### src/rtl/b10_trace_pkg.sv
// Shared definitions for the b10 response trace recorder: sample width,
// FSM encodings and the sample packing used by both the recorder and its bench.
package b10_trace_pkg;

    localparam int SAMPLE_W = 6;

    localparam logic [1:0] STATE_IDLE = 2'd0;
    localparam logic [1:0] STATE_ARM  = 2'd1;
    localparam logic [1:0] STATE_RUN  = 2'd2;

    typedef enum logic [1:0] {
        S_IDLE = STATE_IDLE,
        S_ARM  = STATE_ARM,
        S_RUN  = STATE_RUN
    } state_e;

    // Sample layout, MSB first: {cts, ctr, v_out[3:0]}
    function automatic logic [SAMPLE_W-1:0] pack_sample(input logic       cts,
                                                        input logic       ctr,
                                                        input logic [3:0] v_out);
        return {cts, ctr, v_out};
    endfunction

endpackage

### src/rtl/b10_trace_capture_if.sv
// Drain port of the trace recorder: valid/ready with the head entry as data.
interface b10_trace_capture_if #(
    parameter int W = 22
);
    logic         rd_valid;
    logic         rd_ready;
    logic [W-1:0] rd_data;

    modport master (output rd_valid, output rd_data, input rd_ready);
    modport slave  (input rd_valid, input rd_data, output rd_ready);
endinterface

### src/rtl/trace_fifo.sv
// Synchronous FIFO with first-word-fall-through head read straight from the
// storage flops. A pop on full makes room for a push in the same cycle.
module trace_fifo #(
    parameter int WIDTH = 22,
    parameter int DEPTH = 16
) (
    input  logic                     clock,
    input  logic                     reset,
    input  logic                     clear,
    input  logic                     push,
    input  logic [WIDTH-1:0]         din,
    input  logic                     pop,
    output logic [WIDTH-1:0]         dout,
    output logic                     valid,
    output logic                     full,
    output logic [$clog2(DEPTH):0]   count
);
    localparam int AW = $clog2(DEPTH);

    logic [WIDTH-1:0] mem_q [DEPTH];
    logic [AW-1:0]    rd_ptr_q, rd_ptr_d, wr_ptr_q, wr_ptr_d;
    logic [AW:0]      count_q, count_d;
    logic             do_push, do_pop, empty;

    assign empty = (count_q == '0);
    assign full  = (count_q == (AW+1)'(DEPTH));
    assign valid = !empty;
    assign count = count_q;
    // Empty FIFO presents zero rather than a stale slot
    assign dout  = empty ? '0 : mem_q[rd_ptr_q];

    // Pointer/count update; clear overrides any push or pop
    always_comb begin
        do_pop   = pop && !empty;
        do_push  = push && (!full || do_pop);
        rd_ptr_d = rd_ptr_q;
        wr_ptr_d = wr_ptr_q;
        count_d  = count_q;
        if (clear) begin
            do_pop   = 1'b0;
            do_push  = 1'b0;
            rd_ptr_d = '0;
            wr_ptr_d = '0;
            count_d  = '0;
        end else begin
            if (do_pop)  rd_ptr_d = rd_ptr_q + 1'b1;
            if (do_push) wr_ptr_d = wr_ptr_q + 1'b1;
            case ({do_push, do_pop})
                2'b10:   count_d = count_q + 1'b1;
                2'b01:   count_d = count_q - 1'b1;
                default: count_d = count_q;
            endcase
        end
    end

    // Control state registers
    always_ff @(posedge clock or posedge reset) begin
        if (reset) begin
            rd_ptr_q <= '0;
            wr_ptr_q <= '0;
            count_q  <= '0;
        end else begin
            rd_ptr_q <= rd_ptr_d;
            wr_ptr_q <= wr_ptr_d;
            count_q  <= count_d;
        end
    end

    // Storage write; contents need no reset since dout is masked while empty
    always_ff @(posedge clock) begin
        if (do_push) mem_q[wr_ptr_q] <= din;
    end

endmodule

### src/rtl/b10_trace_capture.sv
// Response recorder for the b10 core: timestamps changes of {cts, ctr, v_out}
// while enabled and queues them for a valid/ready reader.
module b10_trace_capture
    import b10_trace_pkg::*;
#(
    parameter int DEPTH  = 16,
    parameter int TS_W   = 16,
    parameter int DATA_W = SAMPLE_W
) (
    input  logic                   clock,
    input  logic                   reset,
    input  logic                   enable,
    input  logic                   clear,
    input  logic                   cts,
    input  logic                   ctr,
    input  logic [3:0]             v_out,
    b10_trace_capture_if.master    rd,
    output logic [$clog2(DEPTH):0] count,
    output logic                   overflow,
    output logic [7:0]             drops
);
    localparam int ENTRY_W = TS_W + DATA_W;

    state_e              state_q, state_d;
    logic [TS_W-1:0]     ts_q, ts_d;
    logic [DATA_W-1:0]   prev_q, prev_d, sample;
    logic                overflow_q, overflow_d;
    logic [7:0]          drops_q, drops_d;
    logic                push, drop, fifo_full, fifo_valid;
    logic [ENTRY_W-1:0]  push_data, fifo_dout;

    assign sample = pack_sample(cts, ctr, v_out);

    // FSM, timestamp and change detector; arm forces an entry at ts=0
    always_comb begin
        state_d   = state_q;
        ts_d      = ts_q;
        prev_d    = prev_q;
        push      = 1'b0;
        push_data = {ts_q, sample};
        case (state_q)
            S_IDLE: begin
                if (enable) begin
                    state_d   = S_ARM;
                    ts_d      = '0;
                    prev_d    = sample;
                    push      = 1'b1;
                    push_data = {{TS_W{1'b0}}, sample};
                end
            end
            S_ARM, S_RUN: begin
                if (!enable) begin
                    state_d = S_IDLE;
                end else begin
                    state_d   = S_RUN;
                    ts_d      = (ts_q == '1) ? ts_q : ts_q + 1'b1;
                    prev_d    = sample;
                    push      = (sample != prev_q);
                    push_data = {ts_d, sample};
                end
            end
            default: state_d = S_IDLE;
        endcase
    end

    // Drop accounting: a push into a full FIFO survives only if a pop frees a slot
    always_comb begin
        drop       = push && fifo_full && !rd.rd_ready;
        overflow_d = overflow_q;
        drops_d    = drops_q;
        if (clear) begin
            overflow_d = 1'b0;
            drops_d    = '0;
        end else if (drop) begin
            overflow_d = 1'b1;
            if (drops_q != 8'hFF) drops_d = drops_q + 1'b1;
        end
    end

    // State registers
    always_ff @(posedge clock or posedge reset) begin
        if (reset) begin
            state_q    <= S_IDLE;
            ts_q       <= '0;
            prev_q     <= '0;
            overflow_q <= 1'b0;
            drops_q    <= '0;
        end else begin
            state_q    <= state_d;
            ts_q       <= ts_d;
            prev_q     <= prev_d;
            overflow_q <= overflow_d;
            drops_q    <= drops_d;
        end
    end

    trace_fifo #(.WIDTH(ENTRY_W), .DEPTH(DEPTH)) u_fifo (
        .clock (clock),
        .reset (reset),
        .clear (clear),
        .push  (push),
        .din   (push_data),
        .pop   (rd.rd_ready),
        .dout  (fifo_dout),
        .valid (fifo_valid),
        .full  (fifo_full),
        .count (count)
    );

    assign rd.rd_valid = fifo_valid;
    assign rd.rd_data  = fifo_dout;
    assign overflow    = overflow_q;
    assign drops       = drops_q;

endmodule

### src/flat_wrapper.sv
// flat-port wrapper written by rule: the top's interface ports become plain ports
module b10_trace_capture_flat import b10_trace_pkg::*;
#(
    parameter int DEPTH  = 16,
    parameter int TS_W   = 16,
    parameter int DATA_W = SAMPLE_W
)
  (clock, reset, enable, clear, cts, ctr, v_out, count, overflow, drops, rd_rd_valid, rd_rd_data, rd_rd_ready);
  b10_trace_capture_if #(.W((TS_W + SAMPLE_W))) rd_i ();
  input  logic clock;
  input  logic reset;
  input  logic enable;
  input  logic clear;
  input  logic cts;
  input  logic ctr;
  input  logic [3:0] v_out;
  output logic [$clog2(DEPTH):0] count;
  output logic overflow;
  output logic [7:0] drops;
  output wire logic [$bits(rd_i.rd_valid)-1:0] rd_rd_valid;
  output wire logic [$bits(rd_i.rd_data)-1:0] rd_rd_data;
  input wire logic [$bits(rd_i.rd_ready)-1:0] rd_rd_ready;
  assign rd_rd_valid = rd_i.rd_valid;
  assign rd_rd_data = rd_i.rd_data;
  assign rd_i.rd_ready = rd_rd_ready;
  b10_trace_capture #(.DEPTH(DEPTH), .TS_W(TS_W), .DATA_W(DATA_W)) u_core (.clock(clock), .reset(reset), .enable(enable), .clear(clear), .cts(cts), .ctr(ctr), .v_out(v_out), .rd(rd_i), .count(count), .overflow(overflow), .drops(drops));
endmodule
### config.mk
export PLATFORM = sky130hd
export DESIGN_NAME = b10_trace_capture_flat
export DESIGN_NICKNAME = d
export VERILOG_FILES = /design/src/rtl/b10_trace_pkg.sv /design/src/rtl/b10_trace_capture_if.sv /design/src/rtl/trace_fifo.sv /design/src/rtl/b10_trace_capture.sv /design/src/flat_wrapper.sv
export SDC_FILE = /design/constraint.sdc
export NUM_CORES = 1
export LEC_CHECK = 0
export ABC_AREA = 1
export CAP_MARGIN = 30
export CORE_MARGIN = 3
export CORE_UTILIZATION = 48
export DETAILED_ROUTE_END_ITERATION = 10
export HOLD_SLACK_MARGIN = 0.08
export MAX_ROUTING_LAYER = met4
export PLACE_DENSITY = 0.74
export SKIP_LAST_GASP = 1
export SLEW_MARGIN = 5
export SYNTH_ARGS = -nofsm -noshare
export SYNTH_HDL_FRONTEND = slang
export SYNTH_HIERARCHICAL = 1
export SYNTH_SLANG_ARGS = --single-unit
### constraint.sdc
create_clock -name clock -period 5.05 [get_ports clock]
set_clock_uncertainty 0.2 [all_clocks]
set_input_delay 1.01 -clock clock [delete_from_list [all_inputs] [get_ports clock]]
set_output_delay 1.01 -clock clock [all_outputs]
set_load 0.005 [all_outputs]
==> summary.md <==
| Metric | Value |
|---|---|
| Status | `finished, final reports clean` |
| Slew Limit Fails | `0` |
| Layout cell share with drive strength beyond 1 | `0.0871` |
| Nets | `1,742` |
| Fraction of registers with async set/reset | `0.116` |
| Worst reg2reg setup slack | `1.90 ns` |
| Startpoint Class | `flop` |
| Synth cell count leaders | `nand2_1, edfxtp_1, nand3_1` |
| Global-route wire length before repair | `66,600 um` |
| Total number of vias | `12,260` |
| Post-synthesis sequential area ratio | `0.669` |
| WL final | `42,300 um` |
| Antenna violations before repair | `0` |
| H-tree levels | `2` |
| Tmin final | `4.51 ns` |
| Post-synth top area cell | `edfxtp_1` |
| N_diodes | `0` |
| Worst-Margin Slew | `0.953 ns` |
| Die X | `197 um` |
| Clock root cell | `clkbuf_16` |
| Router iterations before antenna repair | `5` |
| Worst path arrival time | `3.30 ns` |
| Routability cong. | `0.888` |
| Number of flops mapped to enable cells by yosys | `352` |
| WP buf/inv | `3` |
| IO Pins | `48` |
| Setup Viol. Count Final | `0` |
| Largest net degree at the start of global routing | `179` |
| Worst-skew pair later-pin latency | `0.53 ns` |
| Post-Syn Instances | `1,664` |
| Critical path's largest stage delay | `0.52 ns` |
| Ys Warns | `6` |
| Critical path required time | `3.84 ns` |
| Clock Path Buffers | `3` |
| Core Rows | `69` |
| Hold Slack | `0.311 ns` |
| Max-Cap Viols | `0` |
| Total gr overflow | `0` |
| CTS tree | `yes` |
| Final Hold Viols | `0` |
| CTS clk-pin slew, worst paths | `0.06 ns` |
| Die area | `38,800 um^2` |
| Port Buffers | `47` |
| Top FF cell, synth | `edfxtp_1` |
| DRC violations left | `0` |
| Initial DRC Count | `1,335` |
| Crit path cell chain | `inv_4, buf_12, nand2_1, nand3_1, nand3_1, nand2_1, nand2_1, a21oi_1, clkdlybuf4s50_1` |
| Number of global-route vias before repair | `12,090` |
| Post-synth top area share | `0.604` |
| Top cells by area, synth | `edfxtp_1, nand2_1, nand3_1` |
| Max Clock Freq | `222 MHz` |
| Synthesized area per cell | `10.5 um^2` |
| Net Count, Synth | `1,689` |
| CTS Buf Count | `42` |
| Tcrit/Tclk final | `0.894` |
| # clock sinks | `398` |
| Most frequent cell on the critical path | `nand2_1` |
| Relative slew slack | `0.363` |
| Flops & latches, synth | `398` |
| Layout area overhead | `14.6%` |
| Most common cell in the netlist | `nand2_1` |
| Fillers | `2,990` |
| CTS resizes | `0` |
| Post-CTS setup buffers | `0` |
| Core area | `35,700 um^2` |
| RSZ-0062 raised after global routing | `no` |
| Starting Density | `0.490` |
| HPWL Detailed | `24,600 um` |
| Crit path max fanout | `64` |
| Routed Antenna Nets | `0` |
| Setup_tns | `0 ns` |
| Critical Path End Type | `primary output` |
| VDD IR max | `279 uV` |
| Min-Delay Path Class | `reg -> reg` |
| Drt wl/cell | `19.2 um` |
| Routed vias/inst | `5.56` |
| PD cells | `460 nW/um^2` |
| Die Height | `197 um` |
| Crit path kind | `reg -> out` |
| CP max-delay cell | `inv_4` |
| P_leak | `7.68 nW` |
| GR Util All Layers | `0.225` |
| Cts hold-fix bufs | `0` |
| Mapped Area | `17,500 um^2` |
| Crit path max-delay family | `buffers and inverters` |
| Netlist cell types | `41` |
layout make-up:
type	instances	area, um^2	share of cell area
multi-input cells	1114	5140	0.256
flip-flops and latches	398	11700	0.584
inverters	69	264	0.0132
well taps	461	577	0.0287
clock inverters	24	159	0.00792
repair buffers	92	1090	0.0545
clock buffers	49	1110	0.0552
power breakdown:
group / internal [W] / leakage (nW) / switching [W]
logic: 0.000882 / 3.20 / 0.00161
registers: 0.00381 / 3.85 / 0.0000952
clock network: 0.00162 / 0.630 / 0.00122
path summary, 6_finish.rpt:
path | start | endpoint | depth (start not counted)
worst max-delay path | u_core/u_fifo/rd_ptr_q[0] | rd_rd_data[13] | 9
worst min-delay path | u_core/prev_q[4] | u_core/prev_q[4] | 2
worst max register to register | u_core/state_q[1] | u_core/u_fifo/count[4] | 17
worst min register to register | u_core/prev_q[4] | u_core/prev_q[4] | 2
max in group asynchronous | reset | u_core/ts_q[15] | 3
min in group asynchronous | reset | u_core/drops[3] | 2
metrics by stage:
step                      cell area, um^2  cells   util  setup WS, ns  total power [W]
after floorplan                     17500   1664      -          1.07          0.00542
after global placement              18700   2131  0.524          1.14          0.00640
after detailed placement            18800   2134  0.526          1.05          0.00646
after CTS                           20100   2207  0.562         0.575          0.00930
after global routing                20100   2207  0.562         0.379          0.00969
final                               20100   2207  0.562         0.537          0.00924
sequential cells by signal, indices dropped and copies added (netlist names):
signal and cells:
u_core/u_fifo/rd_ptr_q 4, u_core/drops 8, u_core/u_fifo/count 5, u_core/u_fifo/mem_q 352
u_core/prev_q 6, u_core/overflow 1, u_core/state_q 2, u_core/ts_q 16
u_core/u_fifo/wr_ptr_q 4
logic make-up after synthesis:
family,count (synthesis),share of synthesized area
compound gates,80,0.0252
xor+xnor,12,0.00600
buf+inv,152,0.0437
simple gates,1007,0.245
mux,1,0.000643
fa+ha+maj,14,0.0104
flops,398,0.669
metal layers:
metal	up-vias	GRT usage	wire, um
li1	5789	-	-
met1	5944	0.301	17800
met2	458	0.363	20500
met5	-	-	0
met3	69	0.0339	2960
met4	0	0.0647	983
cells in the final DEF (no fill, tap or decap), types with 3 or more instances in the layout:
cell type,count
nor2_4,14
o21ai_0,36
xor2_1,8
nand2_2,5
clkinv_2,10
dfrtp_1,43
clkinv_1,10
clkbuf_16,43
nand2_1,612
edfxtp_1,352
o21ai_1,3
inv_1,64
inv_2,3
buf_12,18
nand4_1,5
clkdlybuf4s50_1,47
clkbuf_1,5
nand3_2,3
nor2_2,7
a21oi_1,29
ha_1,13
buf_16,3
nor2_1,44
nand3_1,308
xnor2_1,4
buf_4,24
worst register-to-register path, delay by kind of cell (launching register included):
kind            cells  cell delay (ns)
flops               1             0.39
simple gates       11             1.26
fa+ha+maj           2             0.69
compound gates      1             0.13
buf+inv             3             0.37
(Power assumes the default switching activity.)
